`src/rtl/instr_fetch_seq.sv`:
```
// Fetch sequencer for the combinational instruction ROM.
// Owns the program counter, registers each fetched word and offers it to the
// issue stage over a valid/ready handshake. LOOP words are consumed here:
// they restart the program at address 0 and bump the loop counter, which can
// end the run after a programmed number of passes.
module instr_fetch_seq #(
    parameter int          ADDR_W  = 8,
    parameter int          INSTR_W = 16,
    parameter logic [3:0]  LOOP_OP = 4'hF,
    parameter int          CNT_W   = 8
) (
    input  logic               clk,
    input  logic               rst_n,
    input  logic               start,
    input  logic               halt,
    input  logic [CNT_W-1:0]   loop_limit,
    output logic [ADDR_W-1:0]  rom_addr,
    input  logic [INSTR_W-1:0] rom_data,
    output logic [INSTR_W-1:0] instr,
    output logic               instr_valid,
    input  logic               instr_ready,
    output logic [ADDR_W-1:0]  pc,
    output logic [CNT_W-1:0]   loop_cnt,
    output logic               busy,
    output logic               done
);

    // FSM encoding
    localparam logic [1:0] ST_IDLE  = 2'd0;
    localparam logic [1:0] ST_RUN   = 2'd1;
    localparam logic [1:0] ST_DRAIN = 2'd2;
    localparam logic [1:0] ST_DONE  = 2'd3;

    localparam logic [ADDR_W-1:0]  PC_ZERO    = {ADDR_W{1'b0}};
    localparam logic [ADDR_W-1:0]  PC_ONE     = ADDR_W'(1);
    localparam logic [CNT_W-1:0]   CNT_ZERO   = {CNT_W{1'b0}};
    localparam logic [CNT_W-1:0]   CNT_ONE    = CNT_W'(1);
    localparam logic [CNT_W-1:0]   CNT_MAX    = {CNT_W{1'b1}};
    localparam logic [CNT_W:0]     CNT_ONE_W  = (CNT_W+1)'(1);
    localparam logic [INSTR_W-1:0] INSTR_ZERO = {INSTR_W{1'b0}};

    // Saturating loop-count increment: the counter sticks at all-ones.
    function automatic logic [CNT_W-1:0] sat_inc(input logic [CNT_W-1:0] v);
        logic [CNT_W-1:0] r;
        if (v == CNT_MAX) begin
            r = v;
        end else begin
            r = v + CNT_ONE;
        end
        return r;
    endfunction

    logic [1:0]         state_q, state_d;
    logic [ADDR_W-1:0]  pc_q, pc_d;
    logic [INSTR_W-1:0] instr_q, instr_d;
    logic               valid_q, valid_d;
    logic [CNT_W-1:0]   loop_cnt_q, loop_cnt_d;
    logic               finish_q, finish_d;   // current drain ends in DONE, not IDLE

    logic transfer_s;
    logic fetch_slot_s;
    logic is_loop_s;
    logic limit_hit_s;

    assign transfer_s   = valid_q & instr_ready;
    assign fetch_slot_s = (state_q == ST_RUN) & (~valid_q | instr_ready);
    assign is_loop_s    = (rom_data[INSTR_W-1 -: 4] == LOOP_OP);
    // Compare one bit wider so a saturated counter never aliases onto a limit.
    assign limit_hit_s  = (loop_limit != CNT_ZERO) &&
                          (({1'b0, loop_cnt_q} + CNT_ONE_W) == {1'b0, loop_limit});

    // Next-state logic for FSM, PC, instruction register and loop counter.
    always_comb begin
        state_d    = state_q;
        pc_d       = pc_q;
        instr_d    = instr_q;
        valid_d    = valid_q;
        loop_cnt_d = loop_cnt_q;
        finish_d   = finish_q;
        case (state_q)
            ST_IDLE, ST_DONE: begin
                if (transfer_s) begin
                    valid_d = 1'b0;
                end else begin
                    valid_d = valid_q;
                end
                // halt has priority over start
                if (start && !halt) begin
                    state_d    = ST_RUN;
                    pc_d       = PC_ZERO;
                    loop_cnt_d = CNT_ZERO;
                    finish_d   = 1'b0;
                end else begin
                    state_d    = state_q;
                end
            end
            ST_RUN: begin
                if (halt) begin
                    // No fetch in the halt cycle; only retire a word taken now.
                    state_d = ST_DRAIN;
                    if (transfer_s) begin
                        valid_d = 1'b0;
                    end else begin
                        valid_d = valid_q;
                    end
                end else if (fetch_slot_s) begin
                    if (is_loop_s) begin
                        // LOOP is never issued; it costs one bubble.
                        pc_d       = PC_ZERO;
                        loop_cnt_d = sat_inc(loop_cnt_q);
                        if (instr_ready) begin
                            valid_d = 1'b0;
                        end else begin
                            valid_d = valid_q;
                        end
                        if (limit_hit_s) begin
                            state_d  = ST_DRAIN;
                            finish_d = 1'b1;
                        end else begin
                            state_d  = ST_RUN;
                        end
                    end else begin
                        instr_d = rom_data;
                        valid_d = 1'b1;
                        pc_d    = pc_q + PC_ONE;   // wraps naturally at the top
                    end
                end else begin
                    // Stalled: held word waits for the issue stage.
                    state_d = ST_RUN;
                end
            end
            ST_DRAIN: begin
                if (transfer_s) begin
                    valid_d = 1'b0;
                end else begin
                    valid_d = valid_q;
                end
                if (!valid_q) begin
                    if (finish_q) begin
                        state_d = ST_DONE;
                    end else begin
                        state_d = ST_IDLE;
                    end
                end else begin
                    state_d = ST_DRAIN;
                end
            end
            default: begin
                state_d = ST_IDLE;
                valid_d = 1'b0;
            end
        endcase
    end

    // State registers; asynchronous reset drops any held word immediately.
    always_ff @(posedge clk or negedge rst_n) begin
        if (!rst_n) begin
            state_q    <= ST_IDLE;
            pc_q       <= PC_ZERO;
            instr_q    <= INSTR_ZERO;
            valid_q    <= 1'b0;
            loop_cnt_q <= CNT_ZERO;
            finish_q   <= 1'b0;
        end else begin
            state_q    <= state_d;
            pc_q       <= pc_d;
            instr_q    <= instr_d;
            valid_q    <= valid_d;
            loop_cnt_q <= loop_cnt_d;
            finish_q   <= finish_d;
        end
    end

    assign rom_addr    = pc_q;
    assign pc          = pc_q;
    assign instr       = instr_q;
    assign instr_valid = valid_q;
    assign loop_cnt    = loop_cnt_q;
    assign busy        = (state_q == ST_RUN) | (state_q == ST_DRAIN);
    assign done        = (state_q == ST_DONE);

endmodule

```
`config.mk`:
```
export PLATFORM = sky130hd
export DESIGN_NAME = instr_fetch_seq
export DESIGN_NICKNAME = d
export VERILOG_FILES = /design/src/rtl/instr_fetch_seq.sv
export SDC_FILE = /design/constraint.sdc
export NUM_CORES = 1
export LEC_CHECK = 0
export CELL_PAD_IN_SITES_DETAIL_PLACEMENT = 1
export CELL_PAD_IN_SITES_GLOBAL_PLACEMENT = 2
export CORE_ASPECT_RATIO = 1.4
export CORE_UTILIZATION = 26
export CTS_CLUSTER_SIZE = 10
export DETAILED_ROUTE_END_ITERATION = 10
export HOLD_SLACK_MARGIN = 0.03
export PLACE_DENSITY_LB_ADDON = 0.12
export SETUP_SLACK_MARGIN = 0.15
export SLEW_MARGIN = 15
export SYNTH_ARGS = -nofsm -noshare
export SYNTH_HDL_FRONTEND = slang
export SYNTH_SLANG_ARGS = --single-unit
export TNS_END_PERCENT = 100
```
`constraint.sdc`:
```
create_clock -name clk -period 2.3 [get_ports clk]
set_clock_uncertainty 0.05 [all_clocks]
set_input_delay 0.46 -clock clk [delete_from_list [all_inputs] [get_ports clk]]
set_output_delay 0.46 -clock clk [all_outputs]
set_load 0.03 [all_outputs]
```
# Word level (Yosys, flattened, before mapping)

Cells that the tools add are included.

Add/sub/neg operators: 3
Multiply operators: 0
Divide/modulo/power cells: 0
Magnitude comparators: 0
Equality and inequality tests: 15
Shifts and indexed selects: 0
Multiplexer cells: 30
Bitwise operators: 7
Reductions and logical operators: 14

Operator list:

| operator                                      | count |
|---|---|
| 2-to-1 mux 8 bit                              | 8 |
| case mux 8 bit (2 select lines)               | 2 |
| adder 8 x 1 -> 8 bit, second input constant   | 2 |
| 2-to-1 mux 2 bit                              | 7 |
| != test 2 bit, second input constant          | 6 |
| AND reduction 6 bit                           | 2 |
| 2-to-1 mux 1 bit                              | 10 |
| adder 8 x 1 -> 9 bit, second input constant   | 1 |
| == test 9 x 8 -> 1 bit                        | 1 |
| == test 8 bit, second input constant          | 1 |
| != test 4 bit, second input constant          | 2 |
| AND reduction 4 bit                           | 2 |
| nonzero test 8 bit                            | 1 |
| case mux 2 bit (3 select lines)               | 1 |
| == test 2 bit, second input constant          | 2 |
| == test 4 bit, second input constant          | 1 |
| case mux 1 bit (2 select lines)               | 2 |
| AND reduction 2 bit                           | 2 |
| != test 3 bit, second input constant          | 1 |
| inverter 1 bit                                | 3 |
| OR reduction 3 bit                            | 1 |
| AND 1 bit                                     | 2 |
| == test 2 x 1 -> 1 bit, second input constant | 1 |
| logical AND 1 bit                             | 2 |
| 5 further kinds                               | 6 |

Flip-flop bits (word level): 36
Latch bits: 0
Bits in writable memories: 0
ROM bits: 0
Output and inout bits: 43
Word-level logic and storage cells: 75
Memories kept: 0

# Depth between registers and ports, before layout

Gate-level depths: netlist of the first run.

Depth after elaboration: 8
Depth in mapped cells: 8
Depth with buffers taken out: 7

# Worst setup path after synthesis of the first run

OpenSTA, ideal clock, no wires.

Kind: reg-to-reg
From: register loop_cnt_q[1], in the netlist loop_cnt[1]
To: register state_q[0]
Arrival: 2.015 ns
Required time: 2.131 ns
Slack: 0.116 ns
Cell stages (with the launch flop): 8
Clock period less this slack: 2.184 ns
Cells stage by stage: dfrtp_1 > ha_1 > buf_2 > nand3_2 > xor2_1 > mux2i_1 > or4b_1 > o21a_1

Longest elaborated chain between the ends: 8

Ends and longest elaborated chain:

| item                            | line | RTL |
|---|---|---|
| start, declared                 | 57   | `logic [CNT_W-1:0] loop_cnt_q, loop_cnt_d;` |
| start signal, assigned          | 169  | `loop_cnt_q <= loop_cnt_d;` |
| adder 8 x 1 -> 9 bit            | 70   | `(({1'b0, loop_cnt_q} + CNT_ONE_W) == {1'b0, loop_limit});` |
| == test 9 x 8 -> 1 bit          | 70   |  |
| logical AND 1 bit               | 69   | `assign limit_hit_s = (loop_limit != CNT_ZERO) &&` |
| 2-to-1 mux 2 bit                | 116  | `if (limit_hit_s) begin` |
| 2-to-1 mux 2 bit                | 107  | `if (is_loop_s) begin` |
| 2-to-1 mux 2 bit                | 106  | `end else if (fetch_slot_s) begin` |
| 2-to-1 mux 2 bit                | 98   | `if (halt) begin` |
| case mux 2 bit (3 select lines) | 80   | `case (state_q)` |
| end signal, assigned            | 165  | `state_q <= state_d;` |
| end, declared                   | 53   | `logic [1:0] state_q, state_d;` |

No other way between the ends. The select of a mux whose other input is x is not followed.
A chain may end at the register's enable or synchronous reset.

# Worst setup path in the final report of the first run

From: register state_q[1]
To: output done

Longest elaborated chain between the ends: 1

Ends and longest elaborated chain:

| item          | line | RTL |
|---|---|---|
| == test 2 bit | 180  | `assign done = (state_q == ST_DONE);` |
| end, declared | 25   | `output logic done` |

No other way between the ends.

==> results of run 1 <==
-- power by group through the flow --
| stage | clock network (mW) | registers [mW] | logic [mW] |
|---|---|---|---|
| after global placement | 0 | 1.06 | 2.15 |
| after floorplan | 0 | 1.42 | 0.881 |
| final | 0.472 | 1.05 | 2.21 |
| after global routing | 0.525 | 1.09 | 2.40 |
| after CTS | 0.497 | 1.05 | 2.19 |
| after detailed placement | 0 | 1.06 | 2.15 |
-- registers in the layout (all words and copies together) (netlist names) --
register,flops
finish_q,1
instr,16
instr_valid,1
loop_cnt,8
pc,8
state_q,2
-- cell families (layout without fill, tap and decap cells) --
logic type / Yosys count / count (layout) / synth area share
AND/OR/NAND/NOR: 110 / 110 / 0.259
AO/OA/AOI/OAI: 53 / 53 / 0.161
buffers and inverters: 27 / 121 / 0.0686
flip-flops: 36 / 36 / 0.426
adder cells (fa/ha/maj): 6 / 6 / 0.0355
multiplexers: 2 / 2 / 0.00946
XOR/XNOR: 10 / 10 / 0.0414
-- stage by stage --
| stage | cells | util |
|---|---|---|
| floorplan | 244 | - |
| global placement | 427 | 0.393 |
| detailed placement | 427 | 0.393 |
| CTS | 437 | 0.407 |
| global route | 438 | 0.413 |
| finish | 438 | 0.413 |
-- worst max-delay path: cells and delay by family (launching register included) --
kind | cells | cell delay (ns)
buffers and inverters | 1 | 0.66
DFF | 1 | 0.43
adders and majority gates | 1 | 0.18
-- path summary, 6_finish.rpt --
check	end	slack, ns
max in group asynchronous	instr[10]$_DFFE_PN0P_	1.02
worst max-delay path	done	0.24
worst min-delay path	instr[0]$_DFFE_PN0P_	0.43
min in group asynchronous	loop_cnt[4]$_DFFE_PN0P_	0.54
worst max register to register	pc[5]$_DFFE_PN0P_	0.28
worst min register to register	instr[0]$_DFFE_PN0P_	0.43
-- synth_stat cells (2+ instances only) --
library cell and number:
nor2_1 8, nand2_1 55, nand2b_1 7, inv_1 9
xor2_1 6, xnor2_1 4, a21oi_1 11, or3_1 5
nand3_1 7, o21ai_1 8, o22a_1 4, and3_1 2
a22o_1 3, buf_4 10, ha_1 6, o311ai_1 2
mux2i_1 2, buf_2 5, and4_1 2, clkbuf_1 3
nor3_1 4, nand4_1 6, o21ai_0 12, dfrtp_1 36
-- timing repair --
item	4_1_cts	5_1_grt
hold endpoints to repair	10	0
hold buffers	1	0
setup buffers	1	1
resized for setup	4	6
endpoints found under the setup margin	7	8
-- layout make-up --
type | count | area [um2]
clock buffers | 8 | 90.1
fillers | 936 | 4580
inverters | 9 | 33.8
multi-input cells | 181 | 1110
flip-flops and latches | 36 | 903
well taps | 100 | 125
repair buffers | 104 | 956
-- metal layers --
layer	up-vias	wire, um
li1	1024	-
met1	1016	2700
met2	52	3410
met3	7	314
met4	0	87
met5	-	0
==> run metrics, run 1 <==
critical path's slowest cell clkdlybuf4s50_1; post-route minimum period 2.06 ns; final hold slack 0.432 ns; Syn Area/Cell 8.68 um2; Total Routed Length 6520 um; Peak Freq 0.485 GHz; share of the synthesized area in the top cell type 0.426; Final nets 372; Synth Flop Type dfrtp_1; CP max FO 3; FF-to-FF Start state_q[0]$_DFFE_PN0P_; Seq cells post-synth 36; Initial Utilization 0.272; DP Area 3060 um2; data arrival time of the worst path 1.55 ns; outcome complete, no violations; Synth warnings 0; critical path's largest stage delay 0.66 ns; synth top area cells dfrtp_1 43%, nand2_1 9.8%, buf_4 3.5%; most common cell after layout, fill and taps aside clkdlybuf4s50_1; WL/cell 14.9 um; WP data required 1.79 ns; register area share after synthesis 0.426; CTS tree done; Post-Place Worst Slack -0.0382 ns; core area 7800 um2; area delta synth->final 52.1%; Skew-Pair Late Insertion Delay 0.29 ns; total power 3.73 mW; Post-synth EDFFs 0; Comb power frac 0.591; most frequent cells in the layout 69 x clkdlybuf4s50_1, 55 x nand2_1, 34 x dfrtp_1; first-pass GRT wire length 10700 um; Die ar. 8510 um2; I/O pin cnt 72; CTS root buf clkbuf_8; worst reg2reg path depth 8; Detailed Place HPWL 5040 um; Post-Syn Instances 244; Synth area leader dfrtp_1; Async SR Flop Fraction 1.00; Core Rows 38; fin crit share 0.896; DRC Markers 0; Die H 109 um; # diodes 0; P_int 2.07 mW; met2 usage 0.309; synthesized area 2120 um2; worst hold path class reg2reg; WHS Path Cells 2; Slew @ Worst Pin 0.357 ns; Unique masters post-synth 51; CP startpoint state_q[1]$_DFFE_PN0P_; CP Cell Sequence ha_1 -> clkdlybuf4s50_1; Clk pwr share 0.126; vias after detailed routing 2099; GRT met3 Usage 0.0368; HP Start instr[0]$_DFFE_PN0P_; Initial DRC Count 73; Port Buffers 71; Die X 78.3 um; final design instance area without fill 3220 um2; leak pwr 1.38 nW; Critical Path End Type output port; Setup Crit Path Kind reg2out; Hold Fails Final Rpt 0; H-tree levels 2; Routed Antenna Nets 0; Peak VDD IR 0.614 mV; CTS Buf Count 5; M1 GR Usage 0.177; Slew Limit Fails 0; Final Setup Violations 0; pin count of the biggest net entering global routing 27; TritonRoute pass-1 iters 4; initial antenna violation count 0; switching share of power 0.446; Worst-path clk slew 0.07 ns; GRT busiest layer met2; # Max-Cap Violations 0; Sw Pwr 1.67 mW; post-route worst setup slack 0.239 ns; vias per inst 4.79; CTS max path bufs 2; setup tns final 0 ns; Pwr per Cell Area 1160 nW/um2; crit path launch type flop; Total Routing Usage GR 0.162; Seq pwr share 0.282; syn nets 279; unrepaired setup endpoints after global routing yes; global route total overflow 0; Slew Limit Headroom 0.762; vias in the first global route 2187; clk sink count 36; RD Place Congestion 0.772; layout cells sized above 1 0.157
No activity file was read; power rests on OpenSTA's default activity.
==> run 2: changes to the inputs <==
--- a/config.mk
+++ b/config.mk
@@ -14,7 +14,7 @@
 export HOLD_SLACK_MARGIN = 0.03
 export PLACE_DENSITY_LB_ADDON = 0.12
 export SETUP_SLACK_MARGIN = 0.15
-export SLEW_MARGIN = 15
+export SLEW_MARGIN = 10
 export SYNTH_ARGS = -nofsm -noshare
 export SYNTH_HDL_FRONTEND = slang
 export SYNTH_SLANG_ARGS = --single-unit
==> results of run 2 <==
No change in the layout: final DEF, timing and power equal those of run 1.
